$ cat config.mk
export PLATFORM = sky130hd
export DESIGN_NAME = nic_rx
export DESIGN_NICKNAME = d
export VERILOG_FILES = /design/src/rtl/nic_rx.sv
export SDC_FILE = /design/constraint.sdc
export NUM_CORES = 1
export LEC_CHECK = 0
export BUFFER_PORTS_ARGS = -buffer_cell sky130_fd_sc_hd__buf_4
export CAP_MARGIN = 15
export CORE_MARGIN = 1.5
export CORE_UTILIZATION = 47
export CTS_CLUSTER_SIZE = 10
export DETAILED_ROUTE_END_ITERATION = 16
export MAX_ROUTING_LAYER = met4
export PLACE_DENSITY_LB_ADDON = 0.1
export SETUP_SLACK_MARGIN = 0.02
export SYNTH_ARGS = -nofsm -noshare
export SYNTH_HDL_FRONTEND = slang
export SYNTH_SLANG_ARGS = --single-unit
$ cat constraint.sdc
create_clock -name clk -period 3.7 [get_ports clk]
set_input_delay 0.185 -clock clk [delete_from_list [all_inputs] [get_ports clk]]
set_output_delay 0.185 -clock clk [all_outputs]
set_load 0.05 [all_outputs]
$ cat src/rtl/nic_rx.sv
// nic_rx: receive-side NIC. Buffers router PE-output packets in a small FIFO,
// exposes them through a 4-word register port and keeps per-VC packet counters.
module nic_rx #(
    parameter int DATA_WIDTH = 64,
    parameter int DEPTH      = 4
) (
    input  logic                  clk,
    input  logic                  reset,
    input  logic                  peso,
    input  logic [DATA_WIDTH-1:0] pedo,
    output logic                  pero,
    input  logic                  nicEn,
    input  logic                  nicWrEn,
    input  logic [1:0]            addr,
    input  logic [DATA_WIDTH-1:0] d_in,
    output logic [DATA_WIDTH-1:0] d_out,
    output logic                  pkt_avail
);

    localparam int PTR_W   = $clog2(DEPTH);
    localparam int CNT_W   = PTR_W + 1;
    localparam int VC_BIT  = 63;
    localparam int SRC_LSB = 32;

    typedef enum logic [1:0] {
        REG_HEAD  = 2'd0,
        REG_STAT  = 2'd1,
        REG_VCCNT = 2'd2,
        REG_SRC   = 2'd3
    } reg_addr_e;

    logic [DATA_WIDTH-1:0] mem [DEPTH];

    logic [PTR_W-1:0]      wr_ptr_q, wr_ptr_d;
    logic [PTR_W-1:0]      rd_ptr_q, rd_ptr_d;
    logic [CNT_W-1:0]      count_q, count_d;
    logic [15:0]           vc0_cnt_q, vc0_cnt_d;
    logic [15:0]           vc1_cnt_q, vc1_cnt_d;
    logic [15:0]           last_src_q, last_src_d;
    logic [DATA_WIDTH-1:0] d_out_q, d_out_d;
    logic                  pero_q, pero_d;
    logic                  pkt_avail_q, pkt_avail_d;

    logic push, pop, rd_en, wr_en, empty, cnt_clr;
    logic unused_d_in;

    assign unused_d_in = ^d_in[DATA_WIDTH-1:1];

    assign rd_en   = nicEn && !nicWrEn;
    assign wr_en   = nicEn && nicWrEn;
    assign empty   = (count_q == '0);
    assign push    = peso && pero_q;
    assign pop     = rd_en && (reg_addr_e'(addr) == REG_HEAD) && !empty;
    assign cnt_clr = wr_en && (reg_addr_e'(addr) == REG_STAT) && d_in[0];

    always_comb begin
        // NOTE: every next-state signal gets its hold value first so no path
        // through this block can leave one unassigned and infer a latch.
        wr_ptr_d    = wr_ptr_q;
        rd_ptr_d    = rd_ptr_q;
        count_d     = count_q;
        vc0_cnt_d   = vc0_cnt_q;
        vc1_cnt_d   = vc1_cnt_q;
        last_src_d  = last_src_q;
        d_out_d     = d_out_q;

        if (push) begin
            wr_ptr_d   = wr_ptr_q + PTR_W'(1);
            last_src_d = pedo[SRC_LSB +: 16];
        end
        if (pop) begin
            rd_ptr_d = rd_ptr_q + PTR_W'(1);
        end

        case ({push, pop})
            2'b10:   count_d = count_q + CNT_W'(1);
            2'b01:   count_d = count_q - CNT_W'(1);
            default: count_d = count_q;
        endcase

        // A clear wins over a coincident push, so that push is never counted.
        if (cnt_clr) begin
            vc0_cnt_d = '0;
            vc1_cnt_d = '0;
        end else if (push) begin
            if (pedo[VC_BIT]) begin
                if (vc1_cnt_q != 16'hFFFF) vc1_cnt_d = vc1_cnt_q + 16'd1;
            end else begin
                if (vc0_cnt_q != 16'hFFFF) vc0_cnt_d = vc0_cnt_q + 16'd1;
            end
        end

        if (rd_en) begin
            d_out_d = '0;
            case (reg_addr_e'(addr))
                REG_HEAD:  if (!empty) d_out_d = mem[rd_ptr_q];
                REG_STAT:  d_out_d[CNT_W:0] = {count_q, empty};
                REG_VCCNT: d_out_d[31:0] = {vc1_cnt_q, vc0_cnt_q};
                REG_SRC:   d_out_d[15:0] = last_src_q;
                default:   d_out_d = '0;
            endcase
        end

        pero_d      = (count_d < CNT_W'(DEPTH));
        pkt_avail_d = (count_d != '0);
    end

    // NOTE: state registers use non-blocking assignments so every flop samples
    // the pre-edge values regardless of process ordering.
    always_ff @(posedge clk or negedge reset) begin
        if (!reset) begin
            wr_ptr_q    <= '0;
            rd_ptr_q    <= '0;
            count_q     <= '0;
            vc0_cnt_q   <= '0;
            vc1_cnt_q   <= '0;
            last_src_q  <= '0;
            d_out_q     <= '0;
            pero_q      <= 1'b0;
            pkt_avail_q <= 1'b0;
        end else begin
            wr_ptr_q    <= wr_ptr_d;
            rd_ptr_q    <= rd_ptr_d;
            count_q     <= count_d;
            vc0_cnt_q   <= vc0_cnt_d;
            vc1_cnt_q   <= vc1_cnt_d;
            last_src_q  <= last_src_d;
            d_out_q     <= d_out_d;
            pero_q      <= pero_d;
            pkt_avail_q <= pkt_avail_d;
        end
    end

    // NOTE: the packet storage is deliberately not reset; clearing the
    // pointers and count already makes every stale entry unreachable.
    always_ff @(posedge clk) begin
        if (push) begin
            mem[wr_ptr_q] <= pedo;
        end
    end

    assign pero      = pero_q;
    assign d_out     = d_out_q;
    assign pkt_avail = pkt_avail_q;

endmodule
==> impl_results.rst, run 1 <==
.. list-table::
   :header-rows: 1

   * - Metric
     - Value
   * - Ys Warns
     - 0
   * - I/O pin total
     - 201
   * - Post-CTS Resized
     - 0
   * - Clock insertion delay at the later pin of the skew report
     - 520 ps
   * - Syn Area/Cell
     - 16.3 um2
   * - Shortest clock period the worst path allows after layout
     - 2270 ps
   * - Proportion of synthesized chip area in sequential cells
     - 71.7%
   * - Register Area
     - 10,700 um2
   * - Standard-cell row count
     - 65
   * - Hold/Removal Path Class
     - in2reg
   * - Worst-case vdd ir drop
     - 0.402 mV
   * - Residual DRC count
     - 0
   * - Y dimension of the die
     - 181 um
   * - DRT antenna net count
     - 0
   * - Via count of the first global-routing pass
     - 9,030
   * - Number of post-CTS setup repair buffers
     - 0
   * - Clock transition at the registers of the reported paths
     - 50 ps
   * - Number of sinks handled by clock tree synthesis
     - 377
   * - Worst Setup Slack post-DPL
     - 1360 ps
   * - Weighted congestion reported at the end of routability-driven placement
     - 0.794
   * - Relative max-transition margin
     - 28.2%
   * - Largest net degree at the start of global routing
     - 65
   * - Setup crit start kind
     - flip-flop
   * - Worst path setup slack after routing
     - 1430 ps
   * - Fraction of layout cells with a size suffix above 1
     - 26.5%
   * - Port Buf Inserts
     - 137
   * - Clk Tree Root Cell
     - sky130_fd_sc_hd__clkbuf_16
   * - Post-cts hold buffer count
     - 65
   * - Reg-to-reg setup timing slack
     - 1430 ps
   * - Endpoint type of the worst setup path
     - flip-flop
   * - Start-to-end type of the worst setup path
     - reg2reg
   * - Power density over the cells
     - 699 nW/um2
   * - Worst-path fanout max
     - 32
   * - Area overhead of the layout relative to synthesis
     - 22.4%
   * - Setup TNS
     - 0 ps
   * - Number of H-tree branching levels
     - 2
   * - First DRT Iteration DRCs
     - 630
   * - Required time reported for the critical path endpoint
     - 4090 ps
   * - Via count of the routed design
     - 8,637
   * - Worst-case clock skew
     - 10.7 ps
   * - Final wirelength
     - 32,700 um
   * - Post-synthesis net count
     - 1,060
   * - Summed instance area of the synthesized netlist
     - 15,000 um2
   * - Routed length per instance
     - 21.0 um
   * - Unrepaired setup endpoints after global routing
     - no
   * - Register bit total from synthesis
     - 377
   * - Placed wire-length estimate
     - 18,800 um
   * - Final Slew Violations
     - 0
   * - Effective utilization at floorplan
     - 47.5%
   * - Maximum clock insertion buffer count
     - 3
   * - Status
     - complete, no violations
   * - Number of different library cells in the post-synthesis netlist
     - 52
   * - Maximum clock rate
     - 440 MHz
   * - Crit share post-route
     - 61.5%
   * - Vias per std cell
     - 5.54
   * - Die Span X
     - 181 um
   * - Area inside the core boundary
     - 31,500 um2
   * - Footprint of the multi-input gates
     - 4020 um2
   * - Floorplan die area
     - 32,900 um2
   * - Total routing resource utilization after global routing
     - 21.3%
   * - First-pass GRT wire length
     - 52,200 um
   * - TritonCTS Buffers
     - 43
   * - Worst EP arrival
     - 2660 ps
   * - Number of antenna violations at the first check in global routing
     - 0
   * - Filler instances
     - 2,451
   * - P_leak
     - 6.94 nW
   * - Net count of the finished layout
     - 1,267
   * - Max-cap violations
     - 0
   * - Clock tree from TritonCTS
     - built
   * - Ant. Diodes
     - 0
   * - Endpoints failing hold
     - 0
   * - Gate count of the mapped netlist
     - 917
   * - Actual slew at the worst max-slew pin
     - 1080 ps
   * - Global route overflow
     - 0
   * - Detailed Routing Iterations Pass 1
     - 4
   * - Count of final setup violators
     - 0
## state kept, by name (all words and copies together) (netlist names)
register,cells
rd_ptr_q,2
d_out,64
vc1_cnt_q,16
vc0_cnt_q,16
mem,256
count_q,3
pkt_avail,1
pero,1
last_src_q,16
wr_ptr_q,2
## critical path: stages (launching register included)
cell and delay [ps]:
sky130_fd_sc_hd__dfrtp_4 900, sky130_fd_sc_hd__buf_4 390, sky130_fd_sc_hd__mux4_2 570, sky130_fd_sc_hd__a22oi_1 180
sky130_fd_sc_hd__o31ai_1 80
## through the flow
stage	total power, W	cells	hold WS (ps)	area [um2]	util [%]
floorplan	0.00805	917	-111	15000	-
global placement	0.00902	1416	228	16400	52.1
CTS	0.0130	1558	2.60	18300	58.1
finish	0.0128	1558	18.9	18300	58.1
global route	0.0134	1558	27.3	18300	58.1
detailed placement	0.00908	1416	234	16400	52.1
## synth_stat cells, drive strengths merged
library cell / number / share of area, %
edfxtp: 256 / 51
nand2: 126 / 3.2
dfrtp: 121 / 20
mux4: 64 / 9.6
nand3: 57 / 1.9
clkbuf: 35 / 0.97
mux2: 31 / 2.3
a22oi: 28 / 1.4
o21ai: 24 / 0.80
a21oi: 21 / 0.70
buf: 17 / 0.58
o31ai: 14 / 0.70
or4: 12 / 0.62
inv: 10 / 0.25
mux2i: 10 / 0.67
nand2b: 9 / 0.38
and3: 7 / 0.30
ha: 7 / 0.59
nand4: 7 / 0.33
nor2: 7 / 0.18
nor3: 7 / 0.27
nor4: 6 / 0.29
xnor2: 6 / 0.35
a211oi: 5 / 0.25
or3: 5 / 0.21
and4: 4 / 0.23
a222oi: 3 / 0.20
nor2b: 2 / 0.084
o21a: 2 / 0.10
a22o: 1 / 0.059
a311oi: 1 / 0.059
a31oi: 1 / 0.042
a41oi: 1 / 0.059
and2: 1 / 0.050
and3b: 1 / 0.059
and4b: 1 / 0.067
fa: 1 / 0.13
nand3b: 1 / 0.050
nor3b: 1 / 0.050
o2111ai: 1 / 0.059
o211ai: 1 / 0.050
or2: 1 / 0.042
xor2: 1 / 0.059
## metal layers
| metal | GRT usage [%] | part of all wire (%) |
|---|---|---|
| met2 | 34.0 | 49 |
| met4 | 4.57 | 1.4 |
| met5 | - | 0 |
| met3 | 3.49 | 4.5 |
| met1 | 29.0 | 45 |
## power by group
group,internal [W],switching [W]
Clock,0.00225,0.00154
Combinational,0.00137,0.00178
Sequential,0.00533,0.000510
## final cells by class
cell class	instances	area share (%)
Sequential cell	377	58.6
Clock inverter	1	0.0205
Multi-Input combinational cell	478	21.9
Timing Repair Buffer	214	9.69
Inverter	10	0.205
Tap cell	402	2.75
Clock buffer	76	6.79
## layout by cell type, fill, tap and decap left out, types with 2 or more instances in the layout
cell and instances:
sky130_fd_sc_hd__edfxtp_1 256, sky130_fd_sc_hd__buf_4 148, sky130_fd_sc_hd__nand2_1 126, sky130_fd_sc_hd__dfrtp_1 119, sky130_fd_sc_hd__dlygate4sd3_1 65, sky130_fd_sc_hd__mux4_2 64
sky130_fd_sc_hd__nand3_1 57, sky130_fd_sc_hd__clkbuf_16 45, sky130_fd_sc_hd__mux2_2 31, sky130_fd_sc_hd__clkbuf_1 31, sky130_fd_sc_hd__a22oi_1 28, sky130_fd_sc_hd__o21ai_0 24
sky130_fd_sc_hd__a21oi_1 21, sky130_fd_sc_hd__o31ai_1 14, sky130_fd_sc_hd__inv_1 10, sky130_fd_sc_hd__mux2i_1 10, sky130_fd_sc_hd__or4_1 10, sky130_fd_sc_hd__nand2b_1 8
sky130_fd_sc_hd__nor2_1 7, sky130_fd_sc_hd__ha_1 7, sky130_fd_sc_hd__xnor2_1 6, sky130_fd_sc_hd__nand4_1 6, sky130_fd_sc_hd__nor3_1 5, sky130_fd_sc_hd__a211oi_1 5
sky130_fd_sc_hd__or3_1 5, sky130_fd_sc_hd__and3_4 4, sky130_fd_sc_hd__nor4_1 4, sky130_fd_sc_hd__and4_1 4, sky130_fd_sc_hd__a222oi_1 3, sky130_fd_sc_hd__nor3_2 2
sky130_fd_sc_hd__nor4_2 2, sky130_fd_sc_hd__or4_2 2, sky130_fd_sc_hd__and3_1 2, sky130_fd_sc_hd__o21a_1 2, sky130_fd_sc_hd__dfrtp_4 2
## final timing paths
path                            depth (start not counted)         from           to
worst max-delay path                                    4  rd_ptr_q[0]    d_out[22]
worst min-delay path                                    4      nicWrEn  rd_ptr_q[0]
worst max register to register                          4  rd_ptr_q[0]    d_out[22]
worst min register to register                          2    d_out[43]    d_out[43]
max in group asynchronous                               3        reset    d_out[16]
min in group asynchronous                               2        reset    d_out[40]
## kinds of logic after synthesis
group                      after synthesis  synth area share, %
AOI/OAI and AO/OA                      103                 4.49
muxes                                  105                 12.6
DFF                                    377                 71.7
adders and majority gates                8                0.720
xor gates and xnor gates                 7                0.410
buffers and inverters                   62                 1.80
and+or+nand+nor                        255                 8.28
(Power assumes the default switching activity.)
==> run 2: changes to the inputs <==
Clock period 3.7 ns to 1.9 ns, I/O delays scaled along.
==> impl_results.rst, run 2 (synthesized netlist as in run 1, its figures left out) <==
.. list-table::
   :header-rows: 1

   * - Metric
     - Value
   * - Via count of the routed design
     - 8,930
   * - Setup TNS
     - -5.66 ps
   * - Clock tree from TritonCTS
     - built
   * - First-pass GRT wire length
     - 53,100 um
   * - Clock insertion delay at the later pin of the skew report
     - 540 ps
   * - Max reg flops
     - 256
   * - Startpoint of the most critical setup path
     - count_q[2]
   * - First DRT Iteration DRCs
     - 571
   * - Vias per std cell
     - 5.52
   * - Area overhead of the layout relative to synthesis
     - 27.6%
   * - Actual slew at the worst max-slew pin
     - 550 ps
   * - Violated checks
     - negative setup slack
   * - Floorplan die area
     - 32,900 um2
   * - Worst path setup slack after routing
     - -5.66 ps
   * - Largest net degree at the start of global routing
     - 64
   * - Count of placed standard cells in the final layout, fillers left out
     - 1,619
   * - I/O pin total
     - 201
   * - Status
     - finished, violations left
   * - P_leak
     - 7.34 nW
   * - Maximum clock rate
     - 525 MHz
   * - Last element of the critical path
     - pkt_avail
   * - Residual DRC count
     - 0
   * - Worst-path fanout max
     - 3
   * - Most used cells in the layout excluding fill and tap cells
     - 256 x sky130_fd_sc_hd__edfxtp_1, 187 x sky130_fd_sc_hd__buf_4, 124 x sky130_fd_sc_hd__nand2_1, 118 x sky130_fd_sc_hd__dfrtp_1, 67 x sky130_fd_sc_hd__dlygate4sd3_1
   * - Final wirelength
     - 34,300 um
   * - Util after Layout
     - 60.6%
   * - Startpoint of the lowest-slack register-to-register path
     - count_q[2]
   * - Most frequent standard cell in the layout excluding fill and tap cells
     - sky130_fd_sc_hd__edfxtp_1
   * - Fraction of layout cells with a size suffix above 1
     - 31.1%
   * - Reg with most FFs
     - mem
   * - Count of cells along the worst register-to-register path
     - 11
   * - Shortest clock period the worst path allows after layout
     - 1910 ps
   * - Worst-case clock skew
     - 14.2 ps
   * - Worst-case vdd ir drop
     - 0.808 mV
   * - Endpoint type of the worst setup path
     - flip-flop
   * - Start-to-end type of the worst setup path
     - reg2reg
   * - Filler instances
     - 2,397
   * - Placed wire-length estimate
     - 21,900 um
   * - Endpoints failing hold
     - 0
   * - Global route overflow
     - 0
   * - Ant. Diodes
     - 0
   * - DRT antenna net count
     - 0
   * - Number of sinks handled by clock tree synthesis
     - 377
   * - TritonCTS Buffers
     - 44
   * - Clock transition at the registers of the reported paths
     - 60 ps
   * - Detailed Routing Iterations Pass 1
     - 5
   * - Port Buf Inserts
     - 137
   * - Count of final setup violators
     - 1
   * - Number of H-tree branching levels
     - 2
   * - Unrepaired setup endpoints after global routing
     - yes
   * - Total placed cells including tap cells
     - 1,462
   * - Weighted congestion reported at the end of routability-driven placement
     - 0.843
   * - Setup crit start kind
     - flip-flop
   * - Number of antenna violations at the first check in global routing
     - 0
   * - Clk Tree Root Cell
     - sky130_fd_sc_hd__clkbuf_16
   * - Final Slew Violations
     - 0
   * - Y dimension of the die
     - 181 um
   * - Power density over the cells
     - 1370 nW/um2
   * - Relative max-transition margin
     - 63.3%
   * - Area inside the core boundary
     - 31,500 um2
   * - Worst EP arrival
     - 2310 ps
   * - Die Span X
     - 181 um
   * - Routed length per instance
     - 21.2 um
   * - Hold slack final
     - 14.1 ps
   * - Effective utilization at floorplan
     - 47.5%
   * - Via count of the first global-routing pass
     - 9,196
   * - Max-cap violations
     - 0
   * - Reg-to-reg setup timing slack
     - -6 ps
   * - Required time reported for the critical path endpoint
     - 2310 ps
   * - Total routing resource utilization after global routing
     - 21.9%
   * - Reg2Reg Capture Point
     - pkt_avail
   * - Total design power
     - 0.0262 W
   * - Net count of the finished layout
     - 1,324
   * - Crit share post-route
     - 100%
   * - Standard-cell row count
     - 65
   * - Hold/Removal Path Class
     - in2async
   * - Maximum clock insertion buffer count
     - 3
-- run 2: changes by cell type in the layout (fill, tap and decap cells not counted), moves of 2 or more --
| cell | delta |
|---|---|
| sky130_fd_sc_hd__clkbuf_8 | +4 |
| sky130_fd_sc_hd__dlygate4sd3_1 | +2 |
| sky130_fd_sc_hd__dfrtp_2 | +2 |
| sky130_fd_sc_hd__buf_4 | +39 |
| sky130_fd_sc_hd__nor3_1 | -2 |
| sky130_fd_sc_hd__clkbuf_16 | +2 |
| sky130_fd_sc_hd__inv_1 | -2 |
| sky130_fd_sc_hd__nand2_1 | -2 |
| sky130_fd_sc_hd__inv_2 | +2 |
| sky130_fd_sc_hd__buf_12 | +14 |
| sky130_fd_sc_hd__nor3_4 | +2 |
-- run 2: how the worst min path moves through the flow --
stage / startpoint / end / slack [ps] / depth (start not counted)
3_5_place_dp: reset / d_out[46] / 30 / 1
5_1_grt: nicWrEn / d_out[4] / 20 / 4
4_1_cts: reset / d_out[49] / 5 / 2
2_1_floorplan: reset / count_q[0] / -200 / 0
6_report: reset / d_out[49] / 10 / 2
3_3_place_gp: reset / d_out[43] / 30 / 1
-- run 2: worst max-delay path, cell delays in order, from the launching register on --
cell and delay (ps):
sky130_fd_sc_hd__dfrtp_1 400, sky130_fd_sc_hd__nor3_4 70, sky130_fd_sc_hd__nor3_4 180, sky130_fd_sc_hd__nand2_4 70
sky130_fd_sc_hd__inv_2 60, sky130_fd_sc_hd__ha_4 120, sky130_fd_sc_hd__inv_2 40, sky130_fd_sc_hd__fa_2 330
sky130_fd_sc_hd__xor2_1 150, sky130_fd_sc_hd__nor2_1 120, sky130_fd_sc_hd__xnor2_1 170, sky130_fd_sc_hd__nand2_1 90
-- run 2: layer usage --
layer / GRT usage, % / up-vias / wire length [um]
met4: 5.97 / 0 / 684
met2: 34.6 / 215 / 16600
met1: 30.2 / 4574 / 15500
met3: 2.99 / 47 / 1480
li1: - / 4094 / -
met5: - / - / 0
-- run 2: what timing repair did --
action / CTS / global route
setup endpoints to repair: 3 / 14
endpoints found under the hold margin: 396 / 0
pin swaps: 5 / 0
setup buffers: 2 / 5
cloned: 0 / 1
hold buffers: 67 / 0
resized for setup: 2 / 3
-- run 2: where the power goes --
part           internal (W)  total (W)  leakage [nW]  switching [W]
Combinational       0.00325    0.00721          2.78        0.00396
Clock               0.00466    0.00781         0.642        0.00315
Sequential           0.0104     0.0112          3.91       0.000797
Total                0.0183     0.0262          7.34        0.00790
-- run 2: cell type report --
cell class	instances	area (um2)	share of cell area, %
sequential	377	10700	56.2
clock buffer	80	1320	6.91
inverter	10	37.5	0.197
clock inverter	2	21.3	0.111
timing repair buffer	270	2410	12.6
tap	402	503	2.64
multi-input combinational	478	4070	21.3
-- run 2: metrics by stage --
stage / cell area (um2) / setup WS, ps
2_1_floorplan: 15000 / -308
3_3_place_gp: 16900 / -44.0
3_5_place_dp: 16900 / -95.2
4_1_cts: 19000 / 10.3
5_1_grt: 19100 / -104
6_report: 19100 / -5.66
